<file path="config.mk">
export PLATFORM = sky130hd
export DESIGN_NAME = hack_rom_loader
export DESIGN_NICKNAME = d
export VERILOG_FILES = /design/src/rtl/hack_rom_loader.sv
export SDC_FILE = /design/constraint.sdc
export NUM_CORES = 1
export LEC_CHECK = 0
export CORE_MARGIN = 2
export CORE_UTILIZATION = 35
export CTS_CLUSTER_SIZE = 30
export DETAILED_ROUTE_END_ITERATION = 10
export SLEW_MARGIN = 20
export SYNTH_ARGS = -nofsm -noshare
export SYNTH_HDL_FRONTEND = slang
export SYNTH_SLANG_ARGS = --single-unit
</file>
<file path="constraint.sdc">
create_clock -name clk -period 3.49 [get_ports clk]
set_input_delay 0.8725 -clock clk [delete_from_list [all_inputs] [get_ports clk]]
set_output_delay 0.8725 -clock clk [all_outputs]
set_load 0.05 [all_outputs]
</file>
<file path="src/rtl/hack_rom_loader.sv">
// hack_rom_loader
// Loads a Hack program into the instruction ROM from a framed serial byte
// stream. Each frame is LEN_HI, LEN_LO, then N words sent as HI then LO,
// then one checksum byte. The CPU is held in reset until a whole frame has
// arrived and the 8-bit sum of all its bytes is zero.
module hack_rom_loader #(
    parameter int ADDR_W  = 15,
    parameter int TIMEOUT = 1000000,
    parameter int TO_W    = 20
) (
    input  logic              clk,
    input  logic              reset,
    input  logic [7:0]        rx_data,
    input  logic              rx_valid,
    input  logic              load_req,
    output logic              rom_we,
    output logic [ADDR_W-1:0] rom_addr,
    output logic [15:0]       rom_wdata,
    output logic              cpu_reset,
    output logic              busy,
    output logic              done,
    output logic              error
);

    typedef enum logic [2:0] {
        WAIT_LEN_HI,
        WAIT_LEN_LO,
        WAIT_HI,
        WAIT_LO,
        WAIT_CK,
        RUN,
        ERR
    } state_t;

    // Largest word count that still fits in the ROM.
    localparam logic [31:0] MAX_WORDS = 32'd1 << ADDR_W;

    // Idle-cycle value at which the next quiet cycle aborts the frame.
    localparam logic [TO_W-1:0] TO_LAST = TO_W'(TIMEOUT - 1);

    state_t            state;
    logic [15:0]       count;     // word count N of the current frame
    logic [ADDR_W-1:0] word_idx;  // address of the next word to write
    logic [7:0]        hi_byte;   // high byte of the word being assembled
    logic [7:0]        sum;       // running 8-bit sum of accepted bytes
    logic [TO_W-1:0]   timer;     // idle cycles since the last accepted byte

    logic [7:0]  sum_next;
    logic [15:0] len_word;
    logic        len_zero;
    logic        len_over;
    logic        last_word;
    logic        timed_out;

    // Status flags that accompany a state: {cpu_reset, busy, done, error}.
    // They are registered together with the state so they change on the
    // same edge as the transition itself.
    function automatic logic [3:0] flags_of(input state_t s);
        logic in_frame;
        in_frame = (s == WAIT_LEN_LO) || (s == WAIT_HI) ||
                   (s == WAIT_LO)     || (s == WAIT_CK);
        return {s != RUN, in_frame, s == RUN, s == ERR};
    endfunction

    // Sum including the byte on rx_data, and the word count formed from it.
    assign sum_next  = sum + rx_data;
    assign len_word  = {count[15:8], rx_data};
    assign len_zero  = (len_word == 16'd0);
    assign len_over  = ({16'd0, len_word} > MAX_WORDS);
    // The LO byte being accepted completes word N-1.
    assign last_word = ((32'(word_idx) + 32'd1) == {16'd0, count});
    assign timed_out = (timer == TO_LAST);

    // Frame FSM with its datapath and registered outputs.
    // NOTE: every register here uses non-blocking assignment so all of them
    // update together from the values sampled at the same clock edge.
    always_ff @(posedge clk) begin
        if (reset) begin
            state     <= WAIT_LEN_HI;
            count     <= 16'd0;
            word_idx  <= '0;
            hi_byte   <= 8'd0;
            sum       <= 8'd0;
            timer     <= '0;
            rom_we    <= 1'b0;
            rom_addr  <= '0;
            rom_wdata <= 16'd0;
            cpu_reset <= 1'b1;
            busy      <= 1'b0;
            done      <= 1'b0;
            error     <= 1'b0;
        end else begin
            // The write strobe is a single-cycle pulse unless re-issued below.
            rom_we <= 1'b0;

            if (load_req) begin
                // Abandon everything; a byte arriving in this cycle is dropped.
                state    <= WAIT_LEN_HI;
                {cpu_reset, busy, done, error} <= flags_of(WAIT_LEN_HI);
                count    <= 16'd0;
                word_idx <= '0;
                sum      <= 8'd0;
                timer    <= '0;
            end else if (rx_valid) begin
                timer <= '0;
                case (state)
                    WAIT_LEN_HI: begin
                        count <= {rx_data, 8'd0};
                        sum   <= rx_data;
                        state <= WAIT_LEN_LO;
                        {cpu_reset, busy, done, error} <= flags_of(WAIT_LEN_LO);
                    end

                    WAIT_LEN_LO: begin
                        count[7:0] <= rx_data;
                        sum        <= sum_next;
                        if (len_zero) begin
                            state <= WAIT_CK;
                            {cpu_reset, busy, done, error} <= flags_of(WAIT_CK);
                        end else if (len_over) begin
                            state <= ERR;
                            {cpu_reset, busy, done, error} <= flags_of(ERR);
                        end else begin
                            state <= WAIT_HI;
                            {cpu_reset, busy, done, error} <= flags_of(WAIT_HI);
                        end
                    end

                    WAIT_HI: begin
                        hi_byte <= rx_data;
                        sum     <= sum_next;
                        state   <= WAIT_LO;
                        {cpu_reset, busy, done, error} <= flags_of(WAIT_LO);
                    end

                    WAIT_LO: begin
                        rom_we    <= 1'b1;
                        rom_addr  <= word_idx;
                        rom_wdata <= {hi_byte, rx_data};
                        word_idx  <= word_idx + 1'b1;
                        sum       <= sum_next;
                        if (last_word) begin
                            state <= WAIT_CK;
                            {cpu_reset, busy, done, error} <= flags_of(WAIT_CK);
                        end else begin
                            state <= WAIT_HI;
                            {cpu_reset, busy, done, error} <= flags_of(WAIT_HI);
                        end
                    end

                    WAIT_CK: begin
                        sum <= sum_next;
                        if (sum_next == 8'd0) begin
                            state <= RUN;
                            {cpu_reset, busy, done, error} <= flags_of(RUN);
                        end else begin
                            state <= ERR;
                            {cpu_reset, busy, done, error} <= flags_of(ERR);
                        end
                    end

                    default: begin
                        // RUN and ERR ignore bytes until load_req or reset.
                    end
                endcase
            end else if (busy) begin
                // Quiet cycle inside a frame: abort once the gap is too long.
                if (timed_out) begin
                    state <= ERR;
                    {cpu_reset, busy, done, error} <= flags_of(ERR);
                    timer <= '0;
                end else begin
                    timer <= timer + 1'b1;
                end
            end
        end
    end

endmodule

</file>
# Yosys cells after proc, flatten, opt, wreduce, memory -nomap -nowiden
# Cells that the tools add are included.
[word_totals] out_inout_bits=36 regBits=106 input_bits=12
[op_classes] n_lt_le_gt_ge=1 eq_ne=9 n_bitwise=2 add_sub_neg=4 n_reduce_logical=22 mux=32
[op_table] cell="$pmux W8 S2" count=2
[op_table] cell="$add A20 B1 Y20 const B" count=1
[op_table] cell="$eq A20 B20 Y1 const B" count=1
[op_table] cell="$mux W20" count=1
[op_table] cell="$mux W3" count=6
[op_table] cell="$mux W1" count=17
[op_table] cell="$add A15 B1 Y16 const B" count=1
[op_table] cell="$eq A16 B16 Y1" count=1
[op_table] cell="$gt A16 B16 Y1 const B" count=1
[op_table] cell="$logic_not A16 Y1" count=1
[op_table] cell="$add A15 B1 Y15 const B" count=1
[op_table] cell="$pmux W3 S5" count=1
[op_table] cell="$reduce_and A3 Y1" count=5
[op_table] cell="$reduce_or A3 Y1" count=3
[op_table] cell="$add A8 B8 Y8" count=1
[op_table] cell="$logic_not A8 Y1" count=1
[op_table] cell="$reduce_and A2 Y1" count=4
[op_table] cell="$reduce_bool A2 Y1" count=4
[op_table] cell="$reduce_or A4 Y1" count=2
[op_table] cell="$eq A3 B2 Y1 const B" count=2
[op_table] cell="$ne A6 B1 Y1 const B" count=1
[op_table] cell="$pmux W1 S3" count=2
[op_table] cell="$ne A4 B2 Y1 const B" count=1
[op_table] cell="$pmux W1 S2" count=2
[op_table] cell="7 further kinds" count=8

# Logic depth before layout (Yosys ltp)
[depth] word_depth=5 mapped_depth=10 mapped_depth_nobuf=10

# Worst setup path after synthesis
# OpenSTA, ideal clock, no wires.
[synth_timing] path_type="input to register" start="input rx_data[0]" end="register state[0]" path_slack_ns=0.558 arrival_ns=2.813 cell_stages=10 setup_time_ns=0.120 n_path_buf=0 path_cell_list="ha_1 inv_1 fa_1 nand2b_1 a2111oi_0 a311oi_1 o2111a_1 and3_1 and3_1 o31a_1"
[synth_between] elab_chain_cells=5
[synth_rtl] element="start, declared" line_no="13" rtl="input logic [7:0] rx_data,"
[synth_rtl] element="$add A8 B8 Y8" line_no="66" rtl="assign sum_next = sum + rx_data;"
[synth_rtl] element="$logic_not A8 Y1" line_no="153" rtl="if (sum_next == 8'd0) begin"
[synth_rtl] element="$mux W2" line_no="153"
[synth_rtl] element="$pmux W3 S5 (*)" line_no="106" rtl="case (state)"
[synth_rtl] element="$mux W3 (*)" line_no="104" rtl="end else if (rx_valid) begin"
[synth_rtl] element="end signal, assigned" line_no="110" rtl="state <= WAIT_LEN_LO;"
[synth_rtl] element="end signal, assigned" line_no="154" rtl="state <= RUN;"
[synth_rtl] element="end signal, assigned" line_no="157" rtl="state <= ERR;"
[synth_rtl] element="end, declared" line_no="41" rtl="state_t state;"
# Mark *: on every way between the ends. The rest lies on a longest branch, timed or not.
# A chain may end at the register's enable or synchronous reset.

# Worst setup path in the final report
# Same ends and word-level chain as after synthesis.

==> impl_metrics.py <==
metrics = {
    "outcome": {
        "status": "finished, final reports clean",
    },
    "global_route": {
        "grt_pass1_wl_um": 21400,
        "grt_overflow": 0,
        "grt_max_degree": 39,
        "antenna_found_initial": 0,
        "first_global_vias": 4362,
        "grt_use_total_pct": 16.7,
    },
    "timing": {
        "clock.fmax_mhz": 305,
        "layout_setup_ws_ns": 0.207,
        "setup_viol": 0,
        "finalSetupTns_ns": 0,
        "relSlewSlack_pct": 48.1,
        "hold_viol_final": 0,
        "drv_slew": 0,
        "min_period_ns": 3.28,
        "tightest_slew_ns": 0.776,
        "whs_ns": 0.452,
        "rsz0062_at_grt": "false",
        "fin_skew_ns": 0.00669,
        "fin_crit_sh_pct": 94.1,
    },
    "power_and_ir_drop": {
        "vdd_ir_drop_max_v": 0.000313,
        "p_per_area_nw_per_um2": 402,
        "power_uw": 2480,
        "p_leak_uw": 0.00207,
    },
    "setup_path": {
        "path_buf_inv": 2,
        "cp.arrival_ns": 3.53,
        "startpoint_type": "input port",
        "worstPathMaxFanout": 3,
        "crit_required_ns": 3.73,
        "critical-path-top-delay-family": "compound AO/OA/AOI/OAI gates",
        "max_stage_delay_ns": 0.52,
        "criticalPathCategory": "in -> reg",
        "cp_slowest_cell": "clkdlybuf4s50_1",
        "cp_cell_sequence": "clkdlybuf4s50_1 -> ha_1 -> inv_1 -> fa_1 -> nand2b_1 -> a2111oi_0 -> a311oi_1 -> o2111a_1 -> and3_1 -> and3_1 -> o31a_1",
        "critPathMostFrequentCell": "and3_1",
        "endpoint_kind": "flip-flop",
    },
    "clock_network": {
        "post_cts_buffers": 0,
        "cts-resized-gates": 0,
        "cts.path.max_buffers": 2,
        "tritoncts.num_buffers": 9,
        "cts_hold_buf": 0,
        "cts_max_level": 3,
        "clock_sinks": 106,
        "cts_root_buf": "clkbuf_16",
        "cts.reportedPaths.clkPinSlew_ns": 0.07,
        "insertion_delay_ns": 0.35,
        "cts_tree": "built",
    },
    "placement": {
        "dp_slack_ns": -0.146,
        "gp_routability_congestion": 0.912,
        "dp_hpwl_um": 9300,
        "io_buffer_count": 47,
    },
    "flow_run": {
        "max_cap_violations": 0,
    },
    "cells_and_area": {
        "area_delta_synth_final_pct": 20.0,
        "drive_gt1_share_pct": 6.71,
        "final_nets": 717,
        "antennaDiodeCount": 0,
    },
    "die": {
        "fp.dieH_um": 125,
        "io_pins": 48,
        "core_area_um2": 14400,
        "dieArea_um2": 15700,
        "initial_core_util_pct": 35.7,
        "dieWidth_um": 125,
        "num_rows": 44,
    },
    "logic_synthesis": {
        "synth_edf_count": 0,
        "synth_area_per_cell_um2": 7.90,
        "synth_top_flop_cell": "dfxtp_1",
        "syn-num-nets": 673,
        "syn-cell-area_um2": 5140,
        "yosys_warnings": 0,
        "yosysSeqAreaShare_pct": 41.3,
        "yosys.area.top_type": "dfxtp_1",
        "async_flop_share_pct": 0,
        "synth.distinct_cells": 56,
        "netlist.area_leader.share_pct": 41.3,
        "synth.area.top_cells": "dfxtp_1 41%, nand2_1 9.3%, a21oi_1 6.8%, xnor2_1 5.1%, nor2_1 4.9%",
        "synthCells": 651,
        "ys_seq_elements": 106,
    },
    "detailed_routing": {
        "wl_per_cell_um": 14.5,
        "firstDrtPassIters": 5,
        "first_iter_violations": 376,
        "wirelength_um": 12800,
        "drt_drc_violations_left": 0,
        "viasPerCell": 5.24,
        "via_count": 4634,
        "antenna_left": 0,
    },
    "min_path": {
        "hold_class": "reg -> reg",
    },
}
==> report_power, final <==
group | total (uW) | switching, uW | internal [uW] | leakage (uW)
Clock | 1030 | 439 | 594 | 0.000145
Sequential | 1240 | 14.8 | 1220 | 0.000856
Combinational | 215 | 133 | 81.1 | 0.00107
==> through the flow <==
step / utilization [%] / area (um^2) / instances
floorplan: - / 5140 / 651
global placement: 40.7 / 5870 / 868
detailed placement: 40.7 / 5870 / 868
CTS: 42.8 / 6170 / 884
global route: 42.8 / 6170 / 884
finish: 42.8 / 6170 / 884
==> worst register-to-register path, stage by stage (launching register included) <==
cell and delay [ns]:
dfxtp_1 0.52, ha_1 0.34, and4_1 0.28, nand2_1 0.10, a221oi_1 0.29, o221ai_1 0.19
a211o_1 0.27, nor4_2 0.48, o221a_2 0.27
==> synthesized netlist by cell type, types with 9 or more instances <==
cell type,n
nand4_1,11
nor2_1,67
dfxtp_1,106
xor2_1,25
o21ai_0,27
xnor2_1,30
ha_1,9
mux2i_1,9
buf_2,12
inv_1,16
clkbuf_1,20
and3_1,10
nand2_1,127
a21oi_1,70
nand3_1,24
==> routing by layer <==
metal / wire [um] / part of all wire [%] / global-route usage [%]
met5: 0 / 0 / 0
met1: 6090 / 47 / 22.1
met3: 579 / 4.5 / 4.75
met4: 229 / 1.8 / 5.16
met2: 5920 / 46 / 26.4
==> layout make-up <==
cell class / instances / area (um^2)
sequential: 106 / 2120
clock buffer: 12 / 256
inverter: 16 / 60.1
clock inverter: 4 / 50.0
multi-input combinational: 493 / 2810
fill: 1484 / 8250
timing repair buffer: 69 / 648
tap: 184 / 230
==> registers in the layout, summed over array words and instances (netlist names), 3 cells and up <==
signal	flops
count	16
hi_byte	8
rom_addr	15
rom_wdata	16
state	3
sum	8
timer	20
word_idx	15
==> kinds of logic (layout without fill, tap and decap cells) <==
logic type	after synthesis	after routing	synth area share [%]
flip-flops	106	106	41.3
XOR/XNOR	55	55	9.37
buffers and inverters	52	101	4.23
AND/OR/NAND/NOR	285	285	25.2
multiplexers	10	10	1.97
adder cells (fa/ha/maj)	10	10	2.58
AO/OA/AOI/OAI	133	133	15.4
==> path summary, 6_finish.rpt <==
| check | slack, ns | start | to | cells past startpoint |
|---|---|---|---|---|
| setup reg to reg | 0.70 | word_idx[0] | state[2] | 8 |
| hold reg to reg | 0.45 | rom_addr[8] | rom_addr[8] | 2 |
| setup / recovery | 0.21 | rx_data[0] | state[0] | 11 |
| hold / removal | 0.45 | rom_addr[8] | rom_addr[8] | 2 |
==> layout by cell type (no fill, tap or decap), types with 3 or more instances in the layout <==
cell type	n
nand2_1	127
dfxtp_1	106
a21oi_1	70
nor2_1	66
clkdlybuf4s50_1	47
xnor2_1	30
o21ai_0	27
xor2_1	25
nand3_1	24
buf_4	21
inv_1	16
nand4_1	11
and3_1	10
mux2i_1	9
ha_1	9
clkbuf_16	9
nor3_1	8
nor4_1	7
or3_1	7
nand2b_1	6
a311oi_1	5
a31oi_1	4
and4_1	4
a21o_1	3
nor2b_1	3
o211ai_1	3
Power figures use the tool's default switching activity.
